`src/rtl/spi_slave_port.sv`:
```
// spi_slave_port: word-oriented SPI mode-0 slave, oversampled in clk.
// Optional SPI_LOOPBACK_EN: empty tx holding reg echoes last rx word.
module spi_slave_port #(
  parameter int             W         = 32,
  parameter logic [W-1:0]   IDLE_WORD = '0
) (
  input  logic         clk,
  input  logic         rst,
  input  logic         sclk,
  input  logic         cs,
  input  logic         mosi,
  output logic         miso,
  input  logic [W-1:0] tx_data,
  input  logic         tx_valid,
  output logic         tx_ready,
  output logic [W-1:0] rx_data,
  output logic         rx_valid,
  input  logic         rx_ready,
  output logic         overrun,
  output logic         frame_err,
  output logic         busy
);

  localparam int CW = $clog2(W + 1);

  typedef enum logic [1:0] {
    IDLE, LOAD, SHIFT, DONE
  } state_t;

  state_t         state_q, state_d;
  logic [2:0]     sclk_q, cs_q;
  logic [1:0]     mosi_q, live_q;
  logic           cs_armed;
  logic           sclk_rise, sclk_fall, cs_rise;
  logic [CW-1:0]  cnt;
  logic [W-1:0]   shift_rx, shift_tx;
  logic [W-1:0]   hold_data, ld_word;
  logic           hold_full;
  logic           ld, rise_en, fall_en, abort, fin;
`ifdef SPI_LOOPBACK_EN
  logic           rx_seen;
`endif

  assign sclk_rise = sclk_q[1] & ~sclk_q[2];
  assign sclk_fall = ~sclk_q[1] & sclk_q[2];
  assign cs_rise   = cs_q[1] & ~cs_q[2] & cs_armed;
  assign tx_ready  = ~hold_full;
  assign busy      = (state_q != IDLE);

  // Synchronise pins; a frame is only armed once cs is seen low.
  always_ff @(posedge clk or negedge rst) begin
    if (!rst) begin
      sclk_q   <= '0;
      cs_q     <= '0;
      mosi_q   <= '0;
      live_q   <= '0;
      cs_armed <= 1'b0;
    end else begin
      sclk_q <= {sclk_q[1:0], sclk};
      cs_q   <= {cs_q[1:0], cs};
      mosi_q <= {mosi_q[0], mosi};
      live_q <= {live_q[0], 1'b1};
      if (live_q[1] && !cs_q[1])
        cs_armed <= 1'b1;
    end
  end

  // State register.
  always_ff @(posedge clk or negedge rst) begin
    if (!rst) state_q <= IDLE;
    else      state_q <= state_d;
  end

  // Next state and per-cycle datapath strobes.
  always_comb begin
    state_d = state_q;
    ld      = 1'b0;
    rise_en = 1'b0;
    fall_en = 1'b0;
    abort   = 1'b0;
    fin     = 1'b0;
    unique case (state_q)
      IDLE: if (cs_rise) state_d = LOAD;
      LOAD: begin
        ld      = 1'b1;
        state_d = SHIFT;
      end
      SHIFT: begin
        if (!cs_q[1]) begin
          abort   = (cnt != '0);
          state_d = IDLE;
        end else if (sclk_rise) begin
          rise_en = 1'b1;
          if (cnt == CW'(W - 1))
            state_d = DONE;
        end else if (sclk_fall && cnt != '0) begin
          fall_en = 1'b1;
        end
      end
      DONE: begin
        fin     = 1'b1;
        state_d = cs_q[1] ? LOAD : IDLE;
      end
      default: state_d = IDLE;
    endcase
  end

  // Word presented to the master at LOAD.
  always_comb begin
    ld_word = IDLE_WORD;
    if (hold_full)
      ld_word = hold_data;
`ifdef SPI_LOOPBACK_EN
    else if (rx_seen)
      ld_word = rx_data;
`endif
  end

  // Shift registers, bit counter and miso.
  always_ff @(posedge clk or negedge rst) begin
    if (!rst) begin
      shift_rx  <= '0;
      shift_tx  <= '0;
      cnt       <= '0;
      miso      <= 1'b0;
      frame_err <= 1'b0;
    end else begin
      frame_err <= abort;
      if (ld) begin
        shift_tx <= ld_word;
        miso     <= ld_word[W-1];
        cnt      <= '0;
      end
      if (rise_en) begin
        shift_rx <= {shift_rx[W-2:0], mosi_q[1]};
        cnt      <= cnt + CW'(1);
      end
      if (fall_en) begin
        shift_tx <= shift_tx << 1;
        miso     <= shift_tx[W-2];
      end
      if (state_d == IDLE) begin
        miso <= 1'b0;
        cnt  <= '0;
      end
    end
  end

  // Receive handshake and sticky overrun.
  always_ff @(posedge clk or negedge rst) begin
    if (!rst) begin
      rx_data  <= '0;
      rx_valid <= 1'b0;
      overrun  <= 1'b0;
    end else if (fin) begin
      rx_data  <= shift_rx;
      rx_valid <= 1'b1;
      if (rx_valid && !rx_ready)
        overrun <= 1'b1;
    end else if (rx_valid && rx_ready) begin
      rx_valid <= 1'b0;
    end
  end

`ifdef SPI_LOOPBACK_EN
  // Remembers that rx_data holds a real received word.
  always_ff @(posedge clk or negedge rst) begin
    if (!rst)     rx_seen <= 1'b0;
    else if (fin) rx_seen <= 1'b1;
  end
`endif

  // Transmit holding register.
  always_ff @(posedge clk or negedge rst) begin
    if (!rst) begin
      hold_full <= 1'b0;
      hold_data <= '0;
    end else if (ld && hold_full) begin
      hold_full <= 1'b0;
    end else if (tx_valid && !hold_full) begin
      hold_full <= 1'b1;
      hold_data <= tx_data;
    end
  end

endmodule
```
`config.mk`:
```
export PLATFORM = sky130hd
export DESIGN_NAME = spi_slave_port
export DESIGN_NICKNAME = d
export VERILOG_FILES = /design/src/rtl/spi_slave_port.sv
export SDC_FILE = /design/constraint.sdc
export NUM_CORES = 1
export LEC_CHECK = 0
export BUFFER_PORTS_ARGS = -buffer_cell sky130_fd_sc_hd__buf_2
export CORE_MARGIN = 3
export CORE_UTILIZATION = 39
export CTS_BUF_LIST = sky130_fd_sc_hd__clkbuf_4
export DETAILED_ROUTE_END_ITERATION = 16
export PLACE_DENSITY = 0.7
export SYNTH_ARGS = -nofsm -noshare
export SYNTH_HDL_FRONTEND = slang
export SYNTH_SLANG_ARGS = --single-unit
```
`constraint.sdc`:
```
create_clock -name clk -period 2.3 [get_ports clk]
set_clock_uncertainty 0.05 [all_clocks]
set_input_delay 0.23 -clock clk [delete_from_list [all_inputs] [get_ports clk]]
set_output_delay 0.23 -clock clk [all_outputs]
set_load 0.1 [all_outputs]
```
### Yosys cells after proc, flatten, opt, wreduce, memory -nomap -nowiden

Index checks and enable logic that the tools add are counted.

* register bits after elaboration: 151
* bits of input ports: 39
* logic and storage cells: 80

* add/sub/neg operators: 1
* equality and inequality tests: 4
* muxes and demuxes: 30
* bitwise operators: 9
* reduce and logical (&&, ||, !) cells: 20

Operators with widths (number)
* 31-bit two-way mux: 2
* 32-bit two-way mux: 1
* 1-bit two-way mux: 19
* 6-bit two-way mux: 3
* 2-bit two-way mux: 4
* 2-bit one-hot mux with 4 select lines: 1
* 2-bit nonzero test: 4
* 6-bit by 1-bit adder with 6-bit output (second input constant): 1
* 6-bit by 5-bit == test with 1-bit output (second input constant): 1
* 1-bit logical AND: 6
* 3-bit nonzero test: 2
* 6-bit nonzero test: 1
* 1-bit NOT: 5
* 1-bit bitwise AND: 4
* 2-bit == test (second input constant): 2
* 2-bit logical NOT: 2
* 2-bit AND reduction: 2
* 1-bit logical NOT: 3
* 2-bit by 1-bit == test with 1-bit output (second input constant): 1

### Depth between registers and ports, before layout

Gate-level depths: netlist (run 1).

* word-level depth: 9
* depth in mapped cells: 7
* mapped depth without buffers: 6

### Worst setup path before layout (run 1)

OpenSTA, ideal clock, no wires.

* path kind: register to register
* start point: register cnt[0]
* end point: register miso
* arrival time: 1.722 ns
* path slack: 0.429 ns
* stages on the path, launching flop included: 8
* path buffers: 1
* period minus slack after synthesis: 1.871 ns
* path through: dfrtp_1 -> inv_1 -> ha_1 -> or4b_4 -> o2111ai_4 -> buf_6 -> nor2_1 -> a311oi_1

* cells in the longest elaborated chain, start to end: 8
* elaborated cells between the ends (all ways): 15
* classes of those cells: eq/ne: 1; mux: 10; reduce/logical: 4

Ends and longest elaborated chain
* start, declared: RTL line 35 `logic [CW-1:0] cnt;`
* start signal, assigned: RTL line 136 `cnt <= cnt + CW'(1);`
* branches (longest 8 deep; another with 6-bit by 5-bit == test with 1-bit output)
* end signal, assigned: RTL line 131 `miso <= ld_word[W-1];`
* end signal, assigned: RTL line 140 `miso <= shift_tx[W-2];`
* end, declared: RTL line 12 `output logic miso,`

Parallel ways; which one is timed is not known.
A chain may end at the register's enable or synchronous reset.

### Worst setup path after layout (run 1)

* start point: register cnt[0]
* end point: register shift_tx[10]

* cells in the longest elaborated chain, start to end: 7
* elaborated cells between the ends (all ways): 8
* classes of those cells: mux: 5; reduce/logical: 3

Ends and longest elaborated chain
* 6-bit nonzero test (*): RTL line 96 `end else if (sclk_fall && cnt != '0) begin`
* 1-bit logical AND (*): RTL line 96
* 1-bit two-way mux (*): RTL line 96
* 1-bit two-way mux (*): RTL line 92 `end else if (sclk_rise) begin`
* 1-bit two-way mux (*): RTL line 89 `if (!cs_q[1]) begin`
* 1-bit two-way mux (*): RTL line 82 `unique case (state_q)`
* 31-bit two-way mux / 2-bit nonzero test (equally long branches)
* end signal, assigned: RTL line 130 `shift_tx <= ld_word;`
* end signal, assigned: RTL line 139 `shift_tx <= shift_tx << 1;`
* end, declared: RTL line 36 `logic [W-1:0] shift_rx, shift_tx;`

Mark *: on every way between the ends. The rest lies on a longest branch, timed or not.

==> impl_metrics.toml, run 1 <==
[outcome]
status = "completed"

[drt]
firstDrtPassIters = 4
highest_layer = "met4"
initialDrtViolationCount = 224
via_per_inst = 5.079
wl_um = 11430
wl_per_cell_um = 14.75
met1Wirelength_um = 5192
met2_wirelength_um = 5570
vias = 3936
drc = 0
antenna_left = 0
wl_met3_um = 438

[clock_tree]
clock_sinks = 151
cts_buffers = 17
cts_tree = "built"
path_clk_slew_ns = 0.12
cts_root_buffer = "clkbuf_4"
cts_max_level = 4
clk_latency_ns = 0.54
clockBufferDepth = 2
cts-resized-gates = 0

[die]
dieArea_um2 = 16830
fp.dieW_um = 129.7
chipHeight_um = 129.7
start_util = 0.4048
io_pins = 77
core_um2 = 14750
num_rows = 44

[power]
totalPowerFinal_uw = 6517
clockPowerShare = 0.265
ir_drop_uv = 435.8
p_switching_uw = 1863
swShare = 0.2859
total_leakage_power_uw = 0.003589
cellPowerDensity_nw_per_um2 = 893.3
intPower_uw = 4654
comb_power_share = 0.190
seqPwrFrac = 0.544

[sta]
max_slew_margin = 0.5589
finalCritPeriodShare = 0.9151
setup_viol = 0
fin_tns_setup_ns = 0
max_freq_mhz = 475.1
whs_ns = 0.08330
hold_viol = 0
fin_crit_ns = 2.105
drv_slew = 0
worstMarginPinSlew_ns = 0.6616
rsz0062_at_grt = "no"

[finish]
synthToLayoutAreaGrowth_pct = 22.17
fin_area_um2 = 7296
nNetsFinal = 620
drive_above_1_share = 0.3678
finalNonFillerCells = 775
final_cell_mix = "dfrtp_1 (151), mux2_2 (95), buf_2 (75)"
final_common_cell = "dfrtp_1"

[synth]
synth_edf_count = 0
yosys.area.top_type_share = 0.6327
synth_xor_area_frac = 0
synth_top_family_by_area = "multiplexers"
yosysTopAreaCell = "dfrtp_1"
avgSynthCellArea_um2 = 12.87
synth-warning-count = 0
synth_compound_area_frac = 0.06264
synth-seq-area-share = 0.6327
ys_types = 34
yosys.area_share.adder = 0.004190
synthFlopType = "dfrtp_1"
synthMuxAreaShare = 0.1827
synth_nets = 505
synth.top_cells.by_area = "dfrtp_1 (63%), mux2_2 (18%), nand3_1 (3.0%), a31oi_1 (2.7%), nor2_1 (2.3%)"
ys_seq_elements = 151
async_flop_share = 1.000
synth_cells = 464
syn_area_um2 = 5972
synth-simple-area-share = 0.08967

[placed_design]
gp_congestion = 0.7295
dp_cells = 706
hpwl_um = 7252
portBuffers = 76
place_area_um2 = 6613

[grt]
grtUsageTotal = 0.1462
grt_start_max_net_pins = 64
antenna_found_initial = 1
grt_pass1_vias = 3948
grt_pass1_wl_um = 19420
overflow = 0

[worst_setup_path]
r2r_setup_slack_ns = 0.20
worst_setup_path_start_kind = "flip-flop"
rr_endpoint = "shift_tx[10]"
r2r_start = "cnt[0]"
crit_fanout = 63
crit_type = "flip-flop to flip-flop"
cp.required_ns = 2.68
arrival_ns = 2.49
end_kind = "flip-flop"
reg2reg_depth = 7

[min_path]
min_path_type = "primary input to async pin"

[flow_run]
drv_cap = 0
-- layer usage --
layer,up-vias,track usage
li1,1869,-
met5,-,0
met1,1960,0.1939
met2,90,0.2244
met3,17,0.04216
met4,0,0.06601
-- worst max-delay path, cell delays in order, from the launching register on --
cell and delay (ns):
dfrtp_1 0.45, inv_1 0.08, ha_1 0.14, or4b_4 0.48
o2111ai_4 0.22, buf_12 0.28, a21boi_0 0.20, o21ai_0 0.09
-- synthesized netlist by cell type, types with 4 or more instances --
master,instances
dfrtp_1,151
mux2_2,95
nand3_1,36
nor2_1,36
nand2_1,34
a31oi_1,26
clkbuf_1,19
a21oi_1,11
buf_2,8
inv_1,8
a211oi_1,4
o21ai_0,4
-- logic make-up after synthesis --
logic type | count (synthesis)
DFF | 151
and+or+nand+nor | 118
muxes | 97
AOI/OAI and AO/OA | 56
buffers and inverters | 39
adders and majority gates | 2
other | 1
-- worst max path at each step --
stage | start | endpoint | cells past startpoint | slack, ns
final | cnt[0] | shift_tx[10] | 7 | 0.20
after global routing | cnt[0] | miso | 7 | 0.03
after CTS | cnt[0] | shift_tx[10] | 7 | 0.19
after detailed placement | cnt[0] | shift_tx[10] | 7 | 0.21
after global placement | cnt[0] | shift_tx[10] | 7 | 0.29
after floorplan | cnt[0] | miso | 7 | 0.43
-- stage by stage --
step           setup WS (ns)    util
3_5_place_dp          0.2059  0.4482
2_1_floorplan         0.4290       -
5_1_grt              0.02981  0.4945
6_report              0.1954  0.4945
4_1_cts               0.1896  0.4943
3_3_place_gp          0.2905  0.4482
-- cell type report --
| type | count | area, µm² |
|---|---|---|
| Clock inverter | 11 | 157.7 |
| Tap cell | 184 | 230.2 |
| Fill cell | 1325 | 7458 |
| Multi-Input combinational cell | 274 | 2039 |
| Timing Repair Buffer | 127 | 914.6 |
| Clock buffer | 19 | 142.6 |
| Antenna cell | 1 | 2.502 |
| Inverter | 8 | 30.03 |
| Sequential cell | 151 | 3779 |
-- flip-flops by register name, indices dropped and copies added (netlist names), 3 cells and up --
register,count
hold_data,32
rx_data,32
shift_rx,32
shift_tx,31
cnt,6
cs_q,3
sclk_q,3
-- power groups by stage --
stage | sequential (µW) | combinational, µW | clock [µW]
finish | 3550 | 1240 | 1730
global route | 3620 | 1360 | 1930
CTS | 3550 | 1260 | 1810
detailed placement | 3590 | 1210 | 0
global placement | 3580 | 1160 | 0
floorplan | 3630 | 807 | 0
-- repair_timing --
action	CTS	global route
buffers inserted	0	0
hold buffers	38	0
hold endpoints to repair	189	0
(Power assumes the default switching activity.)
==> inputs of run 2 (changes only) <==
--- a/config.mk
+++ b/config.mk
@@ -7,10 +7,10 @@
 export LEC_CHECK = 0
 export BUFFER_PORTS_ARGS = -buffer_cell sky130_fd_sc_hd__buf_2
 export CORE_MARGIN = 3
-export CORE_UTILIZATION = 39
+export CORE_UTILIZATION = 40
 export CTS_BUF_LIST = sky130_fd_sc_hd__clkbuf_4
 export DETAILED_ROUTE_END_ITERATION = 16
-export PLACE_DENSITY = 0.7
+export PLACE_DENSITY = 0.71
 export SYNTH_ARGS = -nofsm -noshare
 export SYNTH_HDL_FRONTEND = slang
 export SYNTH_SLANG_ARGS = --single-unit
==> run 2 against run 1 <==
  * Clock-buffer cell count stayed put
  * First-iteration DRC count is 62% higher
  * Via count is 0.46% lower
  * Sequential share of layout area is 0.37 points lower
  * Critical path depth stayed put
==> impl_metrics.toml, run 2 (same netlist as run 1, synthesis figures left out) <==
[outcome]
status = "completed"

[drt]
initialDrtViolationCount = 362
wl_um = 11270
wl_per_cell_um = 14.54
vias = 3918
antenna_left = 0
firstDrtPassIters = 5
via_per_inst = 5.055
drc = 0

[sta]
finalCritPeriodShare = 0.9261
fin_crit_ns = 2.130
drv_slew = 0
max_freq_mhz = 469.5
fin_tns_setup_ns = 0
hold_viol = 0
rsz0062_at_grt = "no"
worstMarginPinSlew_ns = 0.6483
setup_viol = 0
max_slew_margin = 0.5678

[die]
core_um2 = 14590
num_rows = 44
chipHeight_um = 128.2
fp.dieW_um = 128.2
io_pins = 77
start_util = 0.4093
dieArea_um2 = 16430

[worst_setup_path]
worst_setup_path_start_kind = "flip-flop"
crit_fanout = 63
r2r_start = "cnt[0]"
worstPathCellList = "inv_1 -> ha_1 -> or4b_4 -> o2111ai_4 -> buf_12 -> a21boi_0 -> o21ai_0"
crit_type = "flip-flop to flip-flop"
arrival_ns = 2.52
reg2reg_depth = 7
cpPeakStageDelay_ns = 0.48
cp.required_ns = 2.69
rr_endpoint = "shift_tx[13]"
cp_slowest_cell = "or4b_4"
end_kind = "flip-flop"
r2r_setup_slack_ns = 0.17

[finish]
final_cell_mix = "dfrtp_1 (150), mux2_2 (95), buf_2 (75)"
synthToLayoutAreaGrowth_pct = 23.09
finalNonFillerCells = 775
drive_above_1_share = 0.3695
largestRegisters = "hold_data x32, rx_data x32, shift_rx x32"
nNetsFinal = 618
final_common_cell = "dfrtp_1"

[min_path]
min_path_type = "primary input to async pin"

[clock_tree]
cts_tree = "built"
cts_root_buffer = "clkbuf_4"
clockBufferDepth = 2
clock_sinks = 151
cts_buffers = 17
clk_latency_ns = 0.54
path_clk_slew_ns = 0.12
cts_max_level = 4

[flow_run]
drv_cap = 0

[placed_design]
gp_congestion = 0.7327
hpwl_um = 7198
dp_cells = 704
portBuffers = 76

[grt]
grt_start_max_net_pins = 64
antenna_found_initial = 1
overflow = 0
grtUsageTotal = 0.1487
grt_pass1_wl_um = 19370
grt_pass1_vias = 3909

[power]
total_leakage_power_uw = 0.003612
ir_drop_uv = 456.4
cellPowerDensity_nw_per_um2 = 929.3
totalPowerFinal_uw = 6831
==> run 2: cell count changes in the layout (fill, tap and decap cells not counted), sizes merged <==
cell	change
clkinvlp	-1
buf	-2
inv	+1
bufinv	+2
==> run 2: power by group <==
group	switching [µW]	internal, µW
clock	925	1100
sequential	351	3230
combinational	663	563
total	1940	4890
==> run 2: worst max-delay path by stage <==
| stage | from | to | cells after the start |
|---|---|---|---|
| global placement | cnt[0] | shift_tx[10] | 7 |
| CTS | hold_full | tx_ready | 3 |
| global route | cnt[0] | miso | 7 |
| detailed placement | cnt[0] | miso | 7 |
| finish | cnt[0] | shift_tx[13] | 7 |
| floorplan | cnt[0] | miso | 7 |
==> run 2: repair_timing <==
action	in CTS	in global routing
endpoints found under the setup margin	0	1
resized for setup	0	1
hold endpoints to repair	189	0
hold buffers	38	0
buffers inserted	0	0
==> run 2: worst max-delay path: cells and delay by family (launching register included) <==
kind / cells / cell delay [ns]
AOI/OAI and AO/OA: 3 / 0.54
and+or+nand+nor: 1 / 0.48
DFF: 1 / 0.45
buffers and inverters: 2 / 0.35
adders and majority gates: 1 / 0.14
==> run 2: per-layer routing <==
metal  part of all wire  global-route usage  up-vias
met5                  0                   0        -
met4              0.015             0.05618        0
met3              0.034             0.04250       15
met2               0.51              0.2351       71
met1               0.44              0.1950     1975
li1                   -                   -     1857
==> run 2: final cells by class <==
type                       count  area [µm²]
antenna                        1       2.502
clock buffer                  19       142.6
clock inverter                13       226.5
fill                        1225        7238
inverter                       8       30.03
multi-input combinational    274        2039
sequential                   151        3780
tap                          184       230.2
timing repair buffer         125       899.6
==> run 2: per-stage QoR <==
step	setup WS, ns	hold slack (ns)	instance area [µm²]	utilization
after floorplan	0.4290	-0.1156	5972	-
after global placement	0.2896	0.08739	6598	0.4522
after detailed placement	0.1766	0.09369	6598	0.4522
after CTS	0.006036	0.02760	7347	0.5036
after global routing	0.02687	0.04060	7351	0.5039
final	0.1699	0.07877	7351	0.5039
